$ cat config.mk
export PLATFORM = sky130hd
export DESIGN_NAME = lpf_boxcar_mc
export DESIGN_NICKNAME = d
export VERILOG_FILES = /design/src/rtl/lpf_pkg.sv /design/src/rtl/lpf_history_ram.sv /design/src/rtl/lpf_boxcar_mc.sv
export SDC_FILE = /design/constraint.sdc
export NUM_CORES = 1
export LEC_CHECK = 0
export BUFFER_PORTS_ARGS = -buffer_cell sky130_fd_sc_hd__buf_2
export CAP_MARGIN = 20
export CORE_UTILIZATION = 62
export CTS_BUF_LIST = sky130_fd_sc_hd__clkbuf_8
export DETAILED_ROUTE_END_ITERATION = 8
export PLACE_DENSITY = 0.79
export SYNTH_ARGS = -nofsm -noshare
export SYNTH_HDL_FRONTEND = slang
export SYNTH_SLANG_ARGS = --single-unit
$ cat constraint.sdc
create_clock -name CLK -period 11.7 [get_ports CLK]
set_input_delay 0.585 -clock CLK [delete_from_list [all_inputs] [get_ports CLK]]
set_output_delay 0.585 -clock CLK [all_outputs]
set_load 0.02 [all_outputs]
$ cat src/rtl/lpf_pkg.sv
// Shared types and helpers for the multi-channel boxcar low-pass filter.
// Holds the FSM state encoding, accumulator sizing and output clipping.
package lpf_pkg;

    typedef enum logic [2:0] {
        IDLE,
        RD,
        ACC,
        SCL,
        SAT,
        DONE
    } state_e;

    localparam int CALC_W = 64;

    // Accumulator must hold PERIOD full-scale samples without wrapping.
    function automatic int sum_width(input int in_width, input int period);
        return in_width + $clog2(period + 1);
    endfunction

    function automatic logic signed [CALC_W-1:0] sat_clip(
        input logic signed [CALC_W-1:0] value,
        input int                       out_width
    );
        logic signed [CALC_W-1:0] hi;
        logic signed [CALC_W-1:0] lo;
        hi = (CALC_W'(1) << (out_width - 1)) - CALC_W'(1);
        lo = ~hi;
        if (value > hi) begin
            return hi;
        end
        if (value < lo) begin
            return lo;
        end
        return value;
    endfunction

endpackage

$ cat src/rtl/lpf_history_ram.sv
// Sample history store: one write port and one registered read port.
// Contents are never reset; the owner masks stale entries itself.
module lpf_history_ram #(
    parameter int DEPTH  = 36,
    parameter int WIDTH  = 10,
    parameter int ADDR_W = 6
) (
    input  logic              clk,
    input  logic              we,
    input  logic [ADDR_W-1:0] waddr,
    input  logic [WIDTH-1:0]  wdata,
    input  logic              re,
    input  logic [ADDR_W-1:0] raddr,
    output logic [WIDTH-1:0]  rdata
);

    logic [WIDTH-1:0] mem_q [DEPTH];
    logic [WIDTH-1:0] rdata_q;

    always_ff @(posedge clk) begin
        if (we) begin
            mem_q[waddr] <= wdata;
        end
        if (re) begin
            rdata_q <= mem_q[raddr];
        end
    end

    assign rdata = rdata_q;

endmodule

$ cat src/rtl/lpf_boxcar_mc.sv
// Time-multiplexed multi-channel moving-average filter: one shared
// accumulate / scale / saturate datapath walks the channels serially.
module lpf_boxcar_mc
    import lpf_pkg::*;
#(
    parameter int CHANNELS   = 2,
    parameter int IN_WIDTH   = 10,
    parameter int OUT_WIDTH  = 10,
    parameter int PERIOD     = 18,
    parameter int DIV        = 4,
    parameter int GAIN_M     = 1,
    parameter int GAIN_SHIFT = 4
) (
    input  logic                          CLK,
    input  logic                          RESET,
    input  logic                          CLK_EN,
    input  logic                          CLEAR,
    input  logic [CHANNELS*IN_WIDTH-1:0]  IN,
    output logic [CHANNELS*OUT_WIDTH-1:0] OUT,
    output logic                          OUT_STB,
    output logic                          BUSY,
    output logic                          OVERRUN,
    output state_e                        state_dbg
);

    localparam int SUM_W  = sum_width(IN_WIDTH, PERIOD);
    localparam int PROD_W = SUM_W + $clog2(GAIN_M + 1);
    localparam int CH_W   = (CHANNELS > 1) ? $clog2(CHANNELS) : 1;
    localparam int IDX_W  = $clog2(PERIOD);
    localparam int CNT_W  = $clog2(PERIOD + 1);
    localparam int DIV_W  = (DIV > 1) ? $clog2(DIV) : 1;
    localparam int DEPTH  = CHANNELS * PERIOD;
    localparam int ADDR_W = $clog2(DEPTH);
    localparam logic signed [PROD_W-1:0] GAIN_S = PROD_W'(GAIN_M);

    state_e                        state_q, state_d;
    logic [CH_W-1:0]               ch_q, ch_d;
    logic [DIV_W-1:0]              div_q, div_d;
    logic [IDX_W-1:0]              index_q, index_d;
    logic [CNT_W-1:0]              count_q, count_d;
    logic signed [IN_WIDTH-1:0]    in_lat_q [CHANNELS];
    logic signed [IN_WIDTH-1:0]    in_lat_d [CHANNELS];
    logic signed [SUM_W-1:0]       sum_q [CHANNELS];
    logic signed [SUM_W-1:0]       sum_d [CHANNELS];
    logic signed [OUT_WIDTH-1:0]   shadow_q [CHANNELS];
    logic signed [OUT_WIDTH-1:0]   shadow_d [CHANNELS];
    logic signed [PROD_W-1:0]      amp_q, amp_d;
    logic [CHANNELS*OUT_WIDTH-1:0] out_q, out_d;
    logic                          out_stb_q, out_stb_d;
    logic                          overrun_q, overrun_d;

    logic                          tick;
    logic                          full;
    logic                          ram_we;
    logic                          ram_re;
    logic [ADDR_W-1:0]             ram_addr;
    logic [IN_WIDTH-1:0]           ram_rdata;
    logic signed [IN_WIDTH-1:0]    in_cur;
    logic signed [SUM_W-1:0]       in_ext;
    logic signed [SUM_W-1:0]       old_ext;
    logic signed [SUM_W-1:0]       sum_cur;
    logic signed [PROD_W-1:0]      sum_wide;
    logic signed [PROD_W-1:0]      prod;
    logic signed [CALC_W-1:0]      amp_wide;

    // A tick is only accepted in IDLE; OUT_STB flags a fresh OUT vector with
    // no back-pressure, so a tick arriving mid-pass is dropped and recorded.
    assign tick     = CLK_EN && (div_q == '0);
    assign full     = (count_q == CNT_W'(PERIOD));
    assign ram_addr = ADDR_W'(ADDR_W'(index_q) * ADDR_W'(CHANNELS) + ADDR_W'(ch_q));
    assign in_cur   = in_lat_q[ch_q];
    assign in_ext   = {{(SUM_W-IN_WIDTH){in_cur[IN_WIDTH-1]}}, in_cur};
    assign old_ext  = full ? {{(SUM_W-IN_WIDTH){ram_rdata[IN_WIDTH-1]}}, ram_rdata} : '0;
    assign sum_cur  = sum_q[ch_q];
    assign sum_wide = {{(PROD_W-SUM_W){sum_cur[SUM_W-1]}}, sum_cur};
    assign prod     = sum_wide * GAIN_S;
    assign amp_wide = {{(CALC_W-PROD_W){amp_q[PROD_W-1]}}, amp_q};

    always_comb begin
        state_d   = state_q;
        ch_d      = ch_q;
        div_d     = div_q;
        index_d   = index_q;
        count_d   = count_q;
        in_lat_d  = in_lat_q;
        sum_d     = sum_q;
        shadow_d  = shadow_q;
        amp_d     = amp_q;
        out_d     = out_q;
        out_stb_d = 1'b0;
        overrun_d = overrun_q;
        ram_we    = 1'b0;
        ram_re    = 1'b0;

        if (CLK_EN) begin
            div_d = (div_q == DIV_W'(DIV - 1)) ? '0 : div_q + 1'b1;
        end

        case (state_q)
            IDLE: begin
                if (tick) begin
                    for (int c = 0; c < CHANNELS; c++) begin
                        in_lat_d[c] = IN[c*IN_WIDTH +: IN_WIDTH];
                    end
                    ch_d    = '0;
                    state_d = RD;
                end
            end
            RD: begin
                ram_re  = 1'b1;
                state_d = ACC;
            end
            ACC: begin
                ram_we       = 1'b1;
                sum_d[ch_q]  = sum_cur + in_ext - old_ext;
                state_d      = SCL;
            end
            SCL: begin
                amp_d   = prod >>> GAIN_SHIFT;
                state_d = SAT;
            end
            SAT: begin
                shadow_d[ch_q] = OUT_WIDTH'(sat_clip(amp_wide, OUT_WIDTH));
                if (ch_q == CH_W'(CHANNELS - 1)) begin
                    // OUT is loaded here so it is already valid in the DONE cycle.
                    for (int c = 0; c < CHANNELS; c++) begin
                        out_d[c*OUT_WIDTH +: OUT_WIDTH] = shadow_d[c];
                    end
                    out_stb_d = 1'b1;
                    state_d   = DONE;
                end else begin
                    ch_d    = ch_q + 1'b1;
                    state_d = RD;
                end
            end
            DONE: begin
                index_d = (index_q == IDX_W'(PERIOD - 1)) ? '0 : index_q + 1'b1;
                count_d = full ? count_q : count_q + 1'b1;
                state_d = IDLE;
            end
            default: state_d = IDLE;
        endcase

        if (tick && (state_q != IDLE)) begin
            overrun_d = 1'b1;
        end

        if (CLEAR) begin
            state_d   = IDLE;
            ch_d      = '0;
            div_d     = '0;
            index_d   = '0;
            count_d   = '0;
            out_d     = out_q;
            out_stb_d = 1'b0;
            overrun_d = overrun_q;
            ram_we    = 1'b0;
            ram_re    = 1'b0;
            for (int c = 0; c < CHANNELS; c++) begin
                sum_d[c]    = '0;
                shadow_d[c] = '0;
            end
        end
    end

    always_ff @(posedge CLK) begin
        if (RESET) begin
            state_q   <= IDLE;
            ch_q      <= '0;
            div_q     <= '0;
            index_q   <= '0;
            count_q   <= '0;
            amp_q     <= '0;
            out_q     <= '0;
            out_stb_q <= 1'b0;
            overrun_q <= 1'b0;
            for (int c = 0; c < CHANNELS; c++) begin
                in_lat_q[c] <= '0;
                sum_q[c]    <= '0;
                shadow_q[c] <= '0;
            end
        end else begin
            state_q   <= state_d;
            ch_q      <= ch_d;
            div_q     <= div_d;
            index_q   <= index_d;
            count_q   <= count_d;
            amp_q     <= amp_d;
            out_q     <= out_d;
            out_stb_q <= out_stb_d;
            overrun_q <= overrun_d;
            for (int c = 0; c < CHANNELS; c++) begin
                in_lat_q[c] <= in_lat_d[c];
                sum_q[c]    <= sum_d[c];
                shadow_q[c] <= shadow_d[c];
            end
        end
    end

    lpf_history_ram #(
        .DEPTH  (DEPTH),
        .WIDTH  (IN_WIDTH),
        .ADDR_W (ADDR_W)
    ) u_hist (
        .clk   (CLK),
        .we    (ram_we),
        .waddr (ram_addr),
        .wdata (in_cur),
        .re    (ram_re),
        .raddr (ram_addr),
        .rdata (ram_rdata)
    );

    assign OUT       = out_q;
    assign OUT_STB   = out_stb_q;
    assign BUSY      = (state_q != IDLE);
    assign OVERRUN   = overrun_q;
    assign state_dbg = state_q;

endmodule
==> run_summary.xml <==
<?xml version="1.0" encoding="UTF-8"?>
<metrics>
  <group name="timing">
    <metric name="finalHoldViolations" unit="">0</metric>
    <metric name="layout_worst_path_cycle_share" unit="">0.367</metric>
    <metric name="worst_hold_margin" unit="ns">0.229</metric>
    <metric name="final_period_minus_worst_setup_slack" unit="ns">4.30</metric>
    <metric name="maxClockFrequency" unit="MHz">233</metric>
    <metric name="setup_viol" unit="">0</metric>
    <metric name="rsz_0062_raised_after_global_routing" unit="">false</metric>
    <metric name="final-max-slew-violation-count" unit="">0</metric>
    <metric name="timing.slew.headroom" unit="">0.242</metric>
    <metric name="tightest_pin_transition" unit="ns">1.11</metric>
    <metric name="finalSetupTns" unit="ns">0</metric>
    <metric name="clock-skew-final" unit="ns">0.0280</metric>
  </group>
  <group name="place">
    <metric name="hpwlAfterDp" unit="um">25200</metric>
    <metric name="place.gp.congestion" unit="">0.867</metric>
    <metric name="port_buffers" unit="">49</metric>
    <metric name="post_dp_cell_area" unit="um2">20400</metric>
  </group>
  <group name="finish">
    <metric name="num_antenna_cells" unit="">0</metric>
    <metric name="multi_input_comb_area" unit="um2">5980</metric>
    <metric name="areaGrowthSynthToFinish" unit="%">10.5</metric>
    <metric name="final.fill_count" unit="">1980</metric>
    <metric name="layout.cell_area.non_filler" unit="um2">21900</metric>
    <metric name="layout-drive-gt1-share" unit="">0.187</metric>
    <metric name="seq_area" unit="um2">13300</metric>
    <metric name="number_of_nets_at_the_end_of_the_flow" unit="">1445</metric>
  </group>
  <group name="flow_run">
    <metric name="cap_violations" unit="">0</metric>
  </group>
  <group name="pwr">
    <metric name="seq_power_share" unit="">0.556</metric>
    <metric name="cellPowerDensity" unit="nW/um2">152</metric>
    <metric name="power.share.clock" unit="">0.399</metric>
    <metric name="comb_power_share" unit="">0.045</metric>
    <metric name="vdd.ir_drop.worst" unit="V">0.0000891</metric>
    <metric name="total_power" unit="mW">3.32</metric>
    <metric name="leakage" unit="nW">7.22</metric>
    <metric name="p_switching" unit="mW">0.735</metric>
    <metric name="power.share.switching" unit="">0.221</metric>
    <metric name="power.internal" unit="mW">2.58</metric>
  </group>
  <group name="synthesis">
    <metric name="yosysWarningCount" unit="">0</metric>
    <metric name="synth-seq-cells" unit="">479</metric>
    <metric name="ys_types" unit="">54</metric>
    <metric name="synth_adder_area_share" unit="">0.0293</metric>
    <metric name="synth_edf_count" unit="">370</metric>
    <metric name="asyncSetResetFlopFracSynth" unit="">0</metric>
    <metric name="synthSimpleGateAreaFrac" unit="">0.0708</metric>
    <metric name="synth-compound-area-share" unit="">0.0545</metric>
    <metric name="synth.area.mux_share" unit="">0.138</metric>
    <metric name="synth-main-ff-cell" unit="">sky130_fd_sc_hd__edfxtp_1</metric>
    <metric name="synth_top_family_by_area" unit="">multiplexers</metric>
    <metric name="postSynthCellCount" unit="">1302</metric>
    <metric name="synth-seq-area-share" unit="">0.671</metric>
    <metric name="yosys.area_share.xor_xnor" unit="">0.00885</metric>
    <metric name="synthesis.area" unit="um2">19800</metric>
    <metric name="synthesis.nets" unit="">1364</metric>
    <metric name="syn_area_per_cell" unit="um2">15.2</metric>
  </group>
  <group name="clock_tree">
    <metric name="clock_sink_count" unit="">479</metric>
    <metric name="cts_buffers" unit="">75</metric>
    <metric name="cts.clk_slew.worst_paths" unit="ns">0.06</metric>
    <metric name="cts-root-to-sink-buffers" unit="">3</metric>
    <metric name="postCtsResizedCells" unit="">0</metric>
    <metric name="worstSkewPairLatency" unit="ns">0.60</metric>
    <metric name="h-tree-depth" unit="">3</metric>
    <metric name="cts-hold-fix-buffers" unit="">0</metric>
    <metric name="tritoncts" unit="">built</metric>
    <metric name="clk_root_buffer_cell" unit="">sky130_fd_sc_hd__clkbuf_8</metric>
    <metric name="post-cts-setup-buffer-count" unit="">0</metric>
  </group>
  <group name="grt">
    <metric name="grt_pass1_vias" unit="">11300</metric>
    <metric name="maximum_number_of_pins_on_one_net_before_global_route_repair" unit="">56</metric>
    <metric name="grt.met1_usage" unit="">0.354</metric>
    <metric name="grtUsageMet2" unit="">0.421</metric>
    <metric name="gr-total-overflow" unit="">0</metric>
    <metric name="number_of_antenna_violations_at_the_first_check_in_global_routing" unit="">0</metric>
    <metric name="grt_pass1_wl" unit="um">64300</metric>
    <metric name="globalRouteTotalUtil" unit="">0.262</metric>
    <metric name="global_route.usage.met3" unit="">0.0484</metric>
    <metric name="globalRoute.busiestLayer" unit="">met2</metric>
  </group>
  <group name="worst_setup_path">
    <metric name="crit_arrival" unit="ns">4.76</metric>
    <metric name="worstPathMaxFanout" unit="">55</metric>
    <metric name="critical_path_endpoint_category" unit="">register</metric>
    <metric name="worst-endpoint-required" unit="ns">12.16</metric>
    <metric name="critical_path.startpoint_type" unit="">register</metric>
    <metric name="critPathKind" unit="">reg -&gt; reg</metric>
    <metric name="reg2reg_depth" unit="">11</metric>
  </group>
  <group name="drt">
    <metric name="detail_route.wirelength" unit="um">41700</metric>
    <metric name="drt-vias-per-instance" unit="">6.18</metric>
    <metric name="dr.first_iter.drc_count" unit="">1074</metric>
    <metric name="wl_per_cell" unit="um">22.7</metric>
    <metric name="ant_nets" unit="">0</metric>
    <metric name="vias" unit="">11300</metric>
    <metric name="drt_pre_antenna_iters" unit="">5</metric>
    <metric name="drc_violations" unit="">0</metric>
  </group>
  <group name="status">
    <metric name="run_status" unit="">complete, no violations</metric>
  </group>
  <group name="floorplanning">
    <metric name="die_w" unit="um">181</metric>
    <metric name="die_height" unit="um">181</metric>
    <metric name="initial_core_util" unit="">0.629</metric>
    <metric name="design.core.area" unit="um2">31500</metric>
    <metric name="dieArea" unit="um2">32700</metric>
    <metric name="rows" unit="">65</metric>
    <metric name="io-pin-count" unit="">50</metric>
  </group>
  <group name="hold_path">
    <metric name="worstHoldPathCells" unit="">3</metric>
    <metric name="min-delay-path-class" unit="">in -&gt; reg</metric>
  </group>
</metrics>
-- kinds of logic after synthesis --
logic type                 after synthesis
AOI/OAI and AO/OA                      167
xor gates and xnor gates                20
adders and majority gates               38
buffers and inverters                  125
DFF                                    479
muxes                                  149
and+or+nand+nor                        324
-- per-layer routing --
| layer | up-vias | wire [um] |
|---|---|---|
| met5 | - | 0 |
| met4 | 0 | 1310 |
| met3 | 79 | 3060 |
| met2 | 505 | 20600 |
| met1 | 5671 | 16700 |
| li1 | 5093 | - |
-- worst max-delay path: stages (launching register included) --
cell                       delay (ns)
sky130_fd_sc_hd__dfxtp_4         0.68
sky130_fd_sc_hd__buf_4           0.84
sky130_fd_sc_hd__mux2i_1         0.27
sky130_fd_sc_hd__fa_1            0.58
sky130_fd_sc_hd__inv_1           0.04
sky130_fd_sc_hd__ha_1            0.33
sky130_fd_sc_hd__a21o_1          0.19
sky130_fd_sc_hd__a31oi_1         0.23
sky130_fd_sc_hd__a32oi_1         0.20
sky130_fd_sc_hd__a221oi_1        0.51
sky130_fd_sc_hd__or4_1           0.18
sky130_fd_sc_hd__nand3_1         0.06
-- registers in the layout, indices dropped and copies added, names as in the netlist --
register      flops
u_hist.mem_q    360
sum_q            30
OUT              20
in_lat_q         20
amp_q            11
shadow_q         10
u_hist.rdata     10
count_q           5
index_q           5
state_dbg         3
div_q             2
OUT_STB           1
OVERRUN           1
ch_q              1
-- cell type report --
type	count	share of cell area
Inverter	46	0.00789
Sequential cell	479	0.608
Timing Repair Buffer	83	0.0243
Clock inverter	47	0.0125
Clock buffer	82	0.0516
Multi-Input combinational cell	698	0.273
Tap cell	402	0.0230
-- power groups by stage --
stage	combinational (mW)	sequential (mW)	clock, mW
5_1_grt	0.165	1.84	1.41
3_5_place_dp	0.145	1.88	0
2_1_floorplan	0.103	1.88	0
3_3_place_gp	0.142	1.88	0
4_1_cts	0.146	1.85	1.34
6_report	0.149	1.85	1.32
-- synth_stat cells (4+ instances only) --
master,number,share of area
sky130_fd_sc_hd__mux2i_1,48,0.024
sky130_fd_sc_hd__clkbuf_1,51,0.0097
sky130_fd_sc_hd__buf_6,5,0.0028
sky130_fd_sc_hd__mux2_2,9,0.0051
sky130_fd_sc_hd__and2_1,9,0.0028
sky130_fd_sc_hd__a21o_1,7,0.0027
sky130_fd_sc_hd__nor2_1,124,0.024
sky130_fd_sc_hd__a2111oi_0,4,0.0018
sky130_fd_sc_hd__xor2_1,10,0.0044
sky130_fd_sc_hd__buf_4,4,0.0015
sky130_fd_sc_hd__o21ai_0,12,0.0030
sky130_fd_sc_hd__o22ai_1,8,0.0025
sky130_fd_sc_hd__or3_1,5,0.0016
sky130_fd_sc_hd__nor2b_1,9,0.0028
sky130_fd_sc_hd__buf_2,18,0.0045
sky130_fd_sc_hd__dfxtp_1,109,0.11
sky130_fd_sc_hd__mux4_2,73,0.083
sky130_fd_sc_hd__a221o_1,12,0.0061
sky130_fd_sc_hd__a211oi_1,39,0.015
sky130_fd_sc_hd__nand4_1,8,0.0025
sky130_fd_sc_hd__ha_1,24,0.015
sky130_fd_sc_hd__a21oi_1,70,0.018
sky130_fd_sc_hd__mux4_1,19,0.025
sky130_fd_sc_hd__nand2_1,117,0.022
sky130_fd_sc_hd__inv_1,45,0.0085
sky130_fd_sc_hd__xnor2_1,10,0.0044
sky130_fd_sc_hd__edfxtp_1,370,0.56
sky130_fd_sc_hd__nand3_1,29,0.0073
sky130_fd_sc_hd__nand2b_1,5,0.0016
sky130_fd_sc_hd__fa_1,14,0.014
-- per-stage QoR --
stage	std cells	utilization	setup WS [ns]
after floorplan	1302	-	7.47
after global placement	1699	0.648	7.44
after detailed placement	1701	0.648	7.40
after CTS	1830	0.693	7.36
after global routing	1837	0.695	7.07
final	1837	0.695	7.40
-- layout by cell type, fill, tap and decap left out, types with 14 or more instances in the layout --
cell                       count
sky130_fd_sc_hd__a211oi_1     39
sky130_fd_sc_hd__a21oi_1      70
sky130_fd_sc_hd__buf_2        49
sky130_fd_sc_hd__buf_4        28
sky130_fd_sc_hd__clkbuf_8     82
sky130_fd_sc_hd__clkinv_1     15
sky130_fd_sc_hd__dfxtp_1     106
sky130_fd_sc_hd__edfxtp_1    370
sky130_fd_sc_hd__fa_1         14
sky130_fd_sc_hd__ha_1         24
sky130_fd_sc_hd__inv_1        64
sky130_fd_sc_hd__mux2i_1      48
sky130_fd_sc_hd__mux4_1       19
sky130_fd_sc_hd__mux4_2       73
sky130_fd_sc_hd__nand2_1     117
sky130_fd_sc_hd__nand3_1      29
sky130_fd_sc_hd__nor2_1      124
-- path summary, 6_finish.rpt --
check                     from     endpoint  slack (ns)
hold / removal          IN[16]  in_lat_q[6]        0.23
setup / recovery          ch_q    sum_q[26]        7.40
setup reg to reg          ch_q    sum_q[26]        7.40
hold reg to reg   shadow_q[12]       OUT[2]        0.45
Note: power is estimated with default switching activity, not from simulation.
